$ cat config.mk
export PLATFORM = sky130hd
export DESIGN_NAME = order_entry
export DESIGN_NICKNAME = d
export VERILOG_FILES = /design/src/rtl/order_entry.sv
export SDC_FILE = /design/constraint.sdc
export NUM_CORES = 1
export LEC_CHECK = 0
export CAP_MARGIN = 20
export CORE_ASPECT_RATIO = 0.7
export CORE_UTILIZATION = 25
export DETAILED_ROUTE_END_ITERATION = 10
export GPL_TIMING_DRIVEN = 0
export PLACE_DENSITY = 0.55
export SYNTH_ARGS = -nofsm -noshare
export SYNTH_HDL_FRONTEND = slang
export SYNTH_SLANG_ARGS = --single-unit
export TNS_END_PERCENT = 20
$ cat constraint.sdc
create_clock -name clk -period 3.4 [get_ports clk]
set_clock_uncertainty 0.05 [all_clocks]
set_input_delay 0.51 -clock clk [delete_from_list [all_inputs] [get_ports clk]]
set_output_delay 0.51 -clock clk [all_outputs]
set_load 0.05 [all_outputs]
$ cat src/rtl/order_entry.sv
// order_entry: turns five raw push buttons into a packed move order for the
// 7-segment order display. The buttons are synchronized, debounced and
// edge-detected, then a small FSM appends 2-bit direction codes and handles
// commit and clear.
module order_entry #(
    parameter int unsigned DIV_W      = 12,
    parameter int unsigned DB_SAMPLES = 3,
    parameter int unsigned MAX_MOVES  = 14
) (
    input  logic                   clk,
    input  logic                   rst,
    input  logic [4:0]             btn,
    output logic [2*MAX_MOVES-1:0] ord,
    output logic [2*MAX_MOVES-1:0] cnt,
    output logic                   comp,
    output logic                   move_vld,
    output logic [1:0]             move_code,
    output logic                   ovf
);

    localparam int unsigned OrdW = 2 * MAX_MOVES;
    localparam int unsigned CntW = $clog2(MAX_MOVES + 1);

    typedef enum logic [1:0] {StEntry, StFull, StDone} state_e;

    logic [4:0]       sync1_q, sync2_q;
    logic [DIV_W-1:0] div_q;
    logic             tick;
    logic [4:0]       lvl_q, lvl_d, lvl_dly_q;
    logic [4:0][3:0]  dbc_q, dbc_d;
    logic [4:0]       evt;

    logic             is_enter, dir_vld;
    logic [1:0]       dir_code;

    state_e           state_q, state_d;
    logic [OrdW-1:0]  ord_q, ord_d;
    logic [CntW-1:0]  cnt_q, cnt_d;
    logic             vld_q, vld_d;
    logic [1:0]       code_q, code_d;
    logic             ovf_q, ovf_d;

    // Two-flop synchronizer for the asynchronous button inputs.
    always_ff @(posedge clk or posedge rst) begin
        if (rst) begin
            sync1_q <= '0;
            sync2_q <= '0;
        end else begin
            sync1_q <= btn;
            sync2_q <= sync1_q;
        end
    end

    // Free-running sample divider; a tick is the cycle it sits at zero.
    always_ff @(posedge clk or posedge rst) begin
        if (rst) begin
            div_q <= '0;
        end else begin
            div_q <= div_q + 1'b1;
        end
    end

    assign tick = (div_q == '0);

    // Debounce: a level flips only after DB_SAMPLES consecutive differing samples.
    always_comb begin
        lvl_d = lvl_q;
        dbc_d = dbc_q;
        if (tick) begin
            for (int i = 0; i < 5; i++) begin
                if (sync2_q[i] != lvl_q[i]) begin
                    if (dbc_q[i] == 4'(DB_SAMPLES - 1)) begin
                        lvl_d[i] = ~lvl_q[i];
                        dbc_d[i] = '0;
                    end else begin
                        dbc_d[i] = dbc_q[i] + 1'b1;
                    end
                end else begin
                    dbc_d[i] = '0;
                end
            end
        end
    end

    // Debounced levels, their one-cycle delayed copy and the sample counters.
    always_ff @(posedge clk or posedge rst) begin
        if (rst) begin
            lvl_q     <= '0;
            lvl_dly_q <= '0;
            dbc_q     <= '0;
        end else begin
            lvl_q     <= lvl_d;
            lvl_dly_q <= lvl_q;
            dbc_q     <= dbc_d;
        end
    end

    // Rising-edge events; releases are deliberately ignored.
    assign evt = lvl_q & ~lvl_dly_q;

    // Priority pick: ENTER wins, then UP > DOWN > LEFT > RIGHT; losers are dropped.
    always_comb begin
        is_enter = evt[0];
        dir_vld  = |evt[4:1];
        if (evt[4]) begin
            dir_code = 2'd0;
        end else if (evt[3]) begin
            dir_code = 2'd1;
        end else if (evt[2]) begin
            dir_code = 2'd2;
        end else begin
            dir_code = 2'd3;
        end
    end

    // Order FSM next-state and registered-output values.
    always_comb begin
        state_d = state_q;
        ord_d   = ord_q;
        cnt_d   = cnt_q;
        vld_d   = 1'b0;
        code_d  = code_q;
        ovf_d   = 1'b0;
        case (state_q)
            StEntry: begin
                if (is_enter) begin
                    if (cnt_q != '0) begin
                        state_d = StDone;
                    end
                end else if (dir_vld) begin
                    for (int i = 0; i < int'(MAX_MOVES); i++) begin
                        if (cnt_q == CntW'(i)) begin
                            ord_d[2*i +: 2] = dir_code;
                        end
                    end
                    cnt_d  = cnt_q + 1'b1;
                    vld_d  = 1'b1;
                    code_d = dir_code;
                    if (cnt_q == CntW'(MAX_MOVES - 1)) begin
                        state_d = StFull;
                    end
                end
            end
            StFull: begin
                if (is_enter) begin
                    state_d = StDone;
                end else if (dir_vld) begin
                    ovf_d = 1'b1;
                end
            end
            StDone: begin
                if (is_enter) begin
                    ord_d   = '0;
                    cnt_d   = '0;
                    state_d = StEntry;
                end
            end
            default: begin
                state_d = StEntry;
            end
        endcase
    end

    // FSM state and output registers.
    always_ff @(posedge clk or posedge rst) begin
        if (rst) begin
            state_q <= StEntry;
            ord_q   <= '0;
            cnt_q   <= '0;
            vld_q   <= 1'b0;
            code_q  <= '0;
            ovf_q   <= 1'b0;
        end else begin
            state_q <= state_d;
            ord_q   <= ord_d;
            cnt_q   <= cnt_d;
            vld_q   <= vld_d;
            code_q  <= code_d;
            ovf_q   <= ovf_d;
        end
    end

    assign ord       = ord_q;
    assign cnt       = {{(OrdW - CntW){1'b0}}, cnt_q};
    assign comp      = (state_q == StDone);
    assign move_vld  = vld_q;
    assign move_code = code_q;
    assign ovf       = ovf_q;

endmodule

Yosys cells after proc, flatten, opt, wreduce, memory -nomap -nowiden:

Index checks and enable logic that the tools add are counted.

* $add $sub $neg: 7
* equal/unequal tests: 46
* multiplexer cells: 46
* bitwise operators: 8
* reduce and logical (&&, ||, !) cells: 28

Operators with widths (number)
* $mux 28: 3
* $reduce_and 5->1: 15
* $pmux 28 s2: 1
* $mux 4: 13
* $mux 2: 22
* $ne 2x2->1 const B: 17
* $eq 4x2->1 const B: 7
* $add 4x1->4 const B: 6
* $eq 4x4->1 const B: 6
* $reduce_and 3->1: 6
* $eq 4x3->1 const B: 4
* $add 12x1->12 const B: 1
* $logic_not 12->1: 1
* $ne 3x3->1 const B: 3
* $pmux 4 s2: 1
* $not 1->1: 6
* $pmux 2 s3: 1
* $and 5x5->5: 1
* $mux 1: 5
* $ne 1x1->1: 5
* $not 5->5: 1
* $eq 4x1->1 const B: 1
* $logic_not 4->1: 1
* $reduce_and 4->1: 1
* other kinds (7): 7

* flip-flop bits (word level): 90
* bits of input ports: 7
* word-level logic and storage cells: 168

Logic depth before layout (Yosys ltp):

Gate-level depths: netlist (run 1).

* depth after elaboration: 9
* gate-level depth with buffers: 8

Worst setup path after synthesis (run 1):

Ideal clock, no wire load.

* kind: register to register
* start point: register cnt_q[0]
* end point: register ord_q[26], in the netlist ord[26]
* arrival time: 1.628 ns
* path slack: 1.599 ns
* cell stages (with the launch flop): 6
* buffers on the path: 0
* period minus slack after synthesis: 1.801 ns
* path through: dfrtp_1 > ha_1 > nand2_1 > or4_4 > nand3_1 > o21ai_1

* word-level cells in the longest chain between the ends: 3

Ends and longest elaborated chain
* start: declaration: RTL line 38 `logic [CntW-1:0] cnt_q, cnt_d;`
* start signal: assignment: RTL line 176 `cnt_q <= cnt_d;`
* $eq 4x4->1: RTL line 132 `if (cnt_q == CntW'(i)) begin`
* $ne 2x2->1 (no line)
* $reduce_and 5->1 (no line)
* end signal: assignment: RTL line 175 `ord_q <= ord_d;`
* end: declaration: RTL line 37 `logic [OrdW-1:0] ord_q, ord_d;`

No other way between the ends.
A chain may end at the register's enable or synchronous reset.

Worst setup path after layout (run 1):

* start point: register state_q[0]
* end point: output comp

* word-level cells in the longest chain between the ends: 1

Ends and longest elaborated chain
* start: declaration: RTL line 36 `state_e state_q, state_d;`
* start signal: assignment: RTL line 167 `state_q <= StEntry;`
* start signal: assignment: RTL line 174 `state_q <= state_d;`
* $eq 2x2->1: RTL line 185 `assign comp = (state_q == StDone);`
* end: declaration: RTL line 15 `output logic comp,`

No other way between the ends.

==> results.py, run 1 <==
metrics = {
    "power": {
        "power_frac_seq_pct": 48.8,
        "report.power.total_mw": 2.21,
        "power.switching_mw": 0.480,
        "power.static_leakage_nw": 2.62,
        "pwr-share-clk_pct": 45.7,
        "internal_power_mw": 1.73,
        "share_comb_of_total_power_pct": 5.5,
        "power_density_nw_per_um2": 410,
        "vdd_drop_max_mv": 0.233,
        "switching_share_pct": 21.7,
    },
    "worst_setup_path": {
        "rr_endpoint": "dbc_q[13]$_DFFE_PP0N_",
        "cp.arrival_ns": 2.02,
        "critical_path_capture_point_type": "primary output",
        "timing.critical_path.mode_cell": "sky130_fd_sc_hd__inv_1",
        "timing.reg2reg.setup_slack_ns": 1.31,
        "path_cells": "inv_1 > nand2_1 > inv_1 > clkdlybuf4s50_1",
        "crit_path_top_delay_cell": "sky130_fd_sc_hd__clkdlybuf4s50_1",
        "r2r_cells": 7,
        "worstSetupStartpointType": "flop",
        "crit_type": "flop to primary output",
        "critical_path_required_ns": 2.84,
        "cp_max_fo": 6,
        "critical-path-max-stage-delay_ns": 0.81,
        "r2r-start": "div_q[0]$_DFF_PP0_",
    },
    "routing": {
        "number_of_vias_in_the_routed_layout": 2957,
        "drt-wirelength-per-cell_um": 13.1,
        "detail_route.vias_per_cell": 4.23,
        "drc_errors": 0,
        "final_routed_wirelength_across_all_metal_layers_um": 9150,
        "detail_route.first_pass.iterations": 4,
        "initialDrtViolationCount": 114,
        "antenna_violating_nets_post_route": 0,
    },
    "clocking": {
        "cts_inserted_buffers": 9,
        "postCtsSetupBuffers": 0,
        "clock_latency_ns": 0.33,
        "cts.hold.buffers_added": 0,
        "ctsRootBufferMaster": "sky130_fd_sc_hd__clkbuf_16",
        "tritoncts_num_sinks": 90,
        "cts_tree": "yes",
        "htree_levels": 3,
        "post_cts_resized": 0,
        "cts.clk_slew.worst_paths_ns": 0.06,
        "clock_tree.buffer_depth": 2,
    },
    "synth": {
        "synthesized_area_divided_by_synthesized_cell_count_um2": 10.9,
        "ys_ff_latch": 90,
        "post_synth_xor_area_fraction_pct": 3.08,
        "synth-compound-area-share_pct": 5.72,
        "synth_area_leaders": "sky130_fd_sc_hd__dfrtp_1, sky130_fd_sc_hd__mux2i_1, sky130_fd_sc_hd__nand2_1, sky130_fd_sc_hd__ha_1, sky130_fd_sc_hd__buf_4",
        "synth_top_flop_cell": "sky130_fd_sc_hd__dfrtp_1",
        "asyncSetResetFlopFracSynth_pct": 100,
        "synth.distinct_cells": 41,
        "synth_warnings": 0,
        "mux_contribution_to_synthesized_area_pct": 9.47,
        "post_synth_inst_count": 392,
        "yosysSeqAreaShare_pct": 52.8,
        "synth_enable_flop_cells": 0,
        "yosysTopAreaCell": "sky130_fd_sc_hd__dfrtp_1",
        "synth-adder-area-share_pct": 4.69,
        "area_share_of_and_or_nand_nor_cells_after_synthesis_pct": 17.7,
        "synth_top_family_by_area": "simple AND/OR/NAND/NOR gates",
        "syn-cell-area_um2": 4270,
        "synth.top_cell.area_share_pct": 52.8,
    },
    "place": {
        "routability_cong": 0.773,
        "io_buffers": 43,
        "dpl.hpwl_um": 6680,
    },
    "min_path": {
        "timing.hold.worst.class": "flop to flop",
        "hold-path-endpoint": "sync2_q[2]$_DFF_PP0_",
        "hold_path_startpoint": "sync1_q[2]$_DFF_PP0_",
        "timing.hold.worst_path_depth": 0,
    },
    "floorplanning": {
        "die_extent_in_y_um": 111,
        "die_w_um": 158,
        "initial_utilization_pct": 25.9,
        "floorplan.die_area_um2": 17600,
        "boundary_pins": 68,
        "fp-row-count": 39,
        "core_area_um2": 16500,
    },
    "layout": {
        "ff_latch_area_um2": 2250,
        "finish.utilization_pct": 32.8,
        "antenna_cells_inserted": 0,
        "multiInputGateArea_um2": 1820,
        "filler_cell_count": 1687,
        "area_growth_syn_to_layout_pct": 26.6,
        "design.final.nets": 493,
        "share_of_cells_above_drive_strength_1_pct": 15.8,
    },
    "timing": {
        "final_max_slew_viol_count": 0,
        "hold_viol": 0,
        "period_minus_slack_ns": 2.58,
        "timing.final.crit_share_pct": 75.8,
        "final-setup-viol-count": 0,
        "achievable-frequency_mhz": 388,
        "tightestPinTransition_ns": 0.655,
        "slew_hr_pct": 56.1,
        "setup_repair_after_global_routing_missed_its_margin": "false",
    },
    "run": {
        "drv_cap": 0,
    },
    "global_route": {
        "initial_antenna_violation_count": 0,
        "grt_pass1_wl_um": 15100,
        "grt_max_degree": 67,
        "grt-ovfl-total": 0,
        "globalRouteTotalUtil_pct": 11.1,
        "first_global_vias": 2897,
    },
    "outcome": {
        "status": "completed",
    },
}
-- layer usage --
layer	up-vias	track usage (%)	routed length (µm)
met3	4	3.31	525
met4	0	3.46	57
met5	-	0	0
met2	65	15.7	3990
met1	1442	16.0	4580
li1	1446	-	-
-- state kept, by name, indices dropped and copies added (netlist names), 2 cells and up --
register and cells:
lvl_dly_q 5, sync2_q 5, state_q 2, cnt_q 4
sync1_q 5, lvl_q 5, div_q 12, move_code 2
dbc_q 20, ord 28
-- cells by family after synthesis --
kind of cell,count (synthesis)
flip-flops,90
XOR/XNOR,15
AND/OR/NAND/NOR,144
other,1
multiplexers,39
adder cells (fa/ha/maj),16
buffers and inverters,47
AO/OA/AOI/OAI,40
-- area by class of cell --
| type | instances | area share [%] |
|---|---|---|
| Timing Repair Buffer | 44 | 8.48 |
| Inverter | 14 | 1.02 |
| Sequential cell | 90 | 41.7 |
| Multi-Input combinational cell | 278 | 33.8 |
| Tap cell | 225 | 5.21 |
| Clock buffer | 13 | 5.00 |
| Buffer | 33 | 4.19 |
| Clock inverter | 2 | 0.648 |
-- critical path, delay by kind of cell, from the launching register on --
kind | cells | cell delay [ns]
buffers and inverters | 3 | 1.10
AND/OR/NAND/NOR | 1 | 0.15
flip-flops | 1 | 0.44
-- worst max-delay path by stage --
stage,start,end
4_1_cts,state_q[0]$_DFFE_PP0P_,comp
3_5_place_dp,state_q[0]$_DFFE_PP0P_,comp
5_1_grt,state_q[0]$_DFFE_PP0P_,comp
2_1_floorplan,rst,cnt_q[0]$_DFFE_PP0P_
6_report,state_q[0]$_DFFE_PP0P_,comp
3_3_place_gp,rst,dbc_q[16]$_DFFE_PP0N_
-- power by group through the flow --
stage	clock, mW	combinational (mW)	sequential, mW
finish	1.01	0.122	1.08
detailed placement	0	0.122	1.10
CTS	1.05	0.123	1.08
floorplan	0	0.103	1.10
global route	1.09	0.132	1.08
global placement	0	0.117	1.10
-- synth_stat cells (3+ instances only) --
| library cell | instances |
|---|---|
| sky130_fd_sc_hd__o21ai_0 | 12 |
| sky130_fd_sc_hd__nand2b_1 | 5 |
| sky130_fd_sc_hd__buf_2 | 4 |
| sky130_fd_sc_hd__nor3b_1 | 5 |
| sky130_fd_sc_hd__xnor2_1 | 11 |
| sky130_fd_sc_hd__o21ai_1 | 7 |
| sky130_fd_sc_hd__nand3_1 | 22 |
| sky130_fd_sc_hd__nor2_1 | 14 |
| sky130_fd_sc_hd__nand4_1 | 9 |
| sky130_fd_sc_hd__dfrtp_1 | 90 |
| sky130_fd_sc_hd__ha_1 | 16 |
| sky130_fd_sc_hd__mux2i_1 | 28 |
| sky130_fd_sc_hd__nor3_1 | 6 |
| sky130_fd_sc_hd__buf_4 | 24 |
| sky130_fd_sc_hd__or2_2 | 5 |
| sky130_fd_sc_hd__inv_1 | 13 |
| sky130_fd_sc_hd__nor2b_1 | 6 |
| sky130_fd_sc_hd__nand2_1 | 58 |
| sky130_fd_sc_hd__and3_1 | 3 |
| sky130_fd_sc_hd__o31ai_1 | 5 |
| sky130_fd_sc_hd__nor2_2 | 5 |
| sky130_fd_sc_hd__a21oi_1 | 9 |
| sky130_fd_sc_hd__xor2_1 | 4 |
| sky130_fd_sc_hd__clkbuf_1 | 4 |
| sky130_fd_sc_hd__mux2_2 | 11 |
-- cells in the final DEF, fill, tap and decap left out, types with 11 or more instances in the layout --
cell,count
sky130_fd_sc_hd__buf_4,24
sky130_fd_sc_hd__clkdlybuf4s50_1,43
sky130_fd_sc_hd__conb_1,24
sky130_fd_sc_hd__dfrtp_1,90
sky130_fd_sc_hd__ha_1,16
sky130_fd_sc_hd__inv_1,12
sky130_fd_sc_hd__mux2_2,11
sky130_fd_sc_hd__mux2i_1,28
sky130_fd_sc_hd__nand2_1,58
sky130_fd_sc_hd__nand3_1,22
sky130_fd_sc_hd__nor2_1,14
sky130_fd_sc_hd__o21ai_0,12
sky130_fd_sc_hd__xnor2_1,11
-- through the flow --
stage          hold WS, ns  worst slack (ns)  instance area [µm²]  std cells  TNS, ns
3_3_place_gp         0.284             -1.02                 5070        683   -91.41
2_1_floorplan        0.281             0.505                 4360        415        0
5_1_grt              0.303             0.735                 5400        699        0
6_report             0.298             0.824                 5400        699        0
4_1_cts              0.300             0.814                 5400        699        0
3_5_place_dp         0.286              1.18                 5100        684        0
Power figures use the tool's default switching activity.
==> run 2, diff against run 1 <==
- clock period: 3.4 -> 2.6 ns (I/O delays scaled with it)
==> run 2 against run 1 <==
Effect of this change:
- register-to-register slack got worse by 0.79 ns
- worst setup slack got worse by 0.70 ns
- combinational power up 33%
- power is 35% higher
- utilization up 0.24 points
- first-iteration DRC count grew 23%
- global-route usage increased by 0.30 points
- flip-flop and latch count did not move
- cell area grew 0.72%
- die area is the same
- largest cell class unchanged
- highest routed layer unchanged
==> results.py, run 2 (synthesized netlist as in run 1, its figures left out) <==
metrics = {
    "floorplanning": {
        "die_w_um": 158,
        "die_extent_in_y_um": 111,
        "initial_utilization_pct": 25.9,
        "fp-row-count": 39,
        "boundary_pins": 68,
        "core_area_um2": 16500,
        "floorplan.die_area_um2": 17600,
    },
    "power": {
        "internal_power_mw": 2.35,
        "switching_share_pct": 21.7,
        "report.power.total_mw": 3.00,
        "pwr-share-clk_pct": 47.5,
        "power.switching_mw": 0.652,
        "power_density_nw_per_um2": 551,
        "power_frac_seq_pct": 47.1,
        "power.static_leakage_nw": 2.63,
        "share_comb_of_total_power_pct": 5.4,
        "vdd_drop_max_mv": 0.306,
    },
    "timing": {
        "final-setup-viol-count": 0,
        "slew_hr_pct": 56.8,
        "achievable-frequency_mhz": 403,
        "tightestPinTransition_ns": 0.646,
        "hold_ws_ns": 0.300,
        "final_max_slew_viol_count": 0,
        "setup_repair_after_global_routing_missed_its_margin": "false",
        "hold_viol": 0,
        "period_minus_slack_ns": 2.48,
        "setup_total_negative_slack_ns": 0,
        "timing.final.crit_share_pct": 95.4,
    },
    "routing": {
        "antenna_violating_nets_post_route": 0,
        "initialDrtViolationCount": 140,
        "drc_errors": 0,
        "top_layer": "met4",
        "detail_route.vias_per_cell": 4.22,
        "detail_route.first_pass.iterations": 4,
        "drt-wirelength-per-cell_um": 13.2,
        "number_of_vias_in_the_routed_layout": 2956,
        "met2RoutedLength_um": 3940,
        "met3_length_um": 531,
        "wl_met1_um": 4630,
        "final_routed_wirelength_across_all_metal_layers_um": 9280,
    },
    "worst_setup_path": {
        "timing.critical_path.mode_cell": "sky130_fd_sc_hd__inv_1",
        "critical_path_capture_point_type": "primary output",
        "crit_path_top_delay_cell": "sky130_fd_sc_hd__clkdlybuf4s50_1",
        "crit_type": "flop to primary output",
        "critical-path-max-stage-delay_ns": 0.81,
        "worstSetupStartpointType": "flop",
        "cp_max_fo": 6,
        "cp.arrival_ns": 2.04,
        "critical_path_required_ns": 2.16,
        "path_cells": "inv_1 > nand2_1 > inv_1 > clkdlybuf4s50_1",
    },
    "layout": {
        "share_of_cells_above_drive_strength_1_pct": 16.2,
        "layout.cell_area.non_filler_um2": 5440,
        "ff_latch_area_um2": 2250,
        "antenna_cells_inserted": 0,
        "mostFrequentLayoutCells": "sky130_fd_sc_hd__dfrtp_1, sky130_fd_sc_hd__nand2_1, sky130_fd_sc_hd__clkdlybuf4s50_1",
        "filler_cell_count": 1673,
        "design.final.nets": 494,
        "area_growth_syn_to_layout_pct": 27.5,
        "final_common_cell": "sky130_fd_sc_hd__dfrtp_1",
        "multiInputGateArea_um2": 1820,
        "largest_register_ffs": 28,
        "finish.utilization_pct": 33.0,
    },
    "clocking": {
        "postCtsSetupBuffers": 0,
        "clock_latency_ns": 0.34,
        "post_cts_resized": 0,
        "cts.hold.buffers_added": 0,
        "ctsRootBufferMaster": "sky130_fd_sc_hd__clkbuf_16",
        "cts.clk_slew.worst_paths_ns": 0.06,
        "htree_levels": 3,
        "cts_tree": "yes",
        "clock_tree.buffer_depth": 2,
        "tritoncts_num_sinks": 90,
        "cts_inserted_buffers": 9,
    },
    "global_route": {
        "globalRouteTotalUtil_pct": 11.4,
        "initial_antenna_violation_count": 0,
        "first_global_vias": 2979,
        "grt_max_degree": 34,
        "grt_pass1_wl_um": 15300,
        "grt-ovfl-total": 0,
    },
    "place": {
        "dpl_cell_area_um2": 5110,
        "routability_cong": 0.761,
        "io_buffers": 43,
        "dpl.hpwl_um": 6750,
    },
    "run": {
        "drv_cap": 0,
    },
    "outcome": {
        "status": "completed",
    },
    "min_path": {
        "timing.hold.worst.class": "flop to flop",
    },
}
[run 2: cell count changes in the layout (fill, tap and decap cells not counted), sizes merged]
| cell | change |
|---|---|
| clkinv | +1 |
| buf | +1 |
| clkbuf | -1 |
| bufinv | +1 |
| clkinvlp | +1 |
| inv | -1 |
[run 2: through the flow]
step,cells,worst slack (ns)
after floorplan,415,0.799
after global placement,683,0.0997
after detailed placement,685,0.502
after CTS,701,0.124
after global routing,701,0.0246
final,701,0.119
[run 2: routing by layer]
metal,vias up,global-route usage [%]
met3,12,3.97
li1,1440,-
met5,-,0
met2,58,15.8
met1,1446,15.9
met4,0,4.87
[run 2: worst paths after layout]
check                                  startpoint                   end  slack [ns]  cells past startpoint
setup / recovery           state_q[0]$_DFFE_PP0P_                  comp        0.12                      4
hold / removal               sync1_q[0]$_DFF_PP0_  sync2_q[0]$_DFF_PP0_        0.30                      0
setup reg to reg               div_q[0]$_DFF_PP0_  dbc_q[1]$_DFFE_PP0N_        0.52                      7
hold reg to reg              sync1_q[0]$_DFF_PP0_  sync2_q[0]$_DFF_PP0_        0.30                      0
max in group asynchronous                     rst  lvl_q[3]$_DFFE_PP0P_        1.49                      3
min in group asynchronous                     rst  cnt_q[1]$_DFFE_PP0P_        0.44                      2
[run 2: layout make-up]
type,count,share of cell area [%]
multi-input cells,278,33.5
clock buffers,12,4.71
clock inverters,4,1.36
repair buffers,45,8.65
flip-flops and latches,90,41.4
inverters,14,1.03
plain buffers,33,4.16
well taps,225,5.17
[run 2: power groups by stage]
stage,logic (mW),registers [mW],clock network (mW)
6_report,0.162,1.41,1.43
5_1_grt,0.176,1.41,1.53
4_1_cts,0.164,1.41,1.47
3_5_place_dp,0.163,1.44,0
3_3_place_gp,0.154,1.44,0
2_1_floorplan,0.135,1.44,0
[run 2: worst max-delay path, delay by kind of cell, from the launching register on]
kind / cells / cell delay, ns
and+or+nand+nor: 1 / 0.15
buffers and inverters: 3 / 1.11
DFF: 1 / 0.44
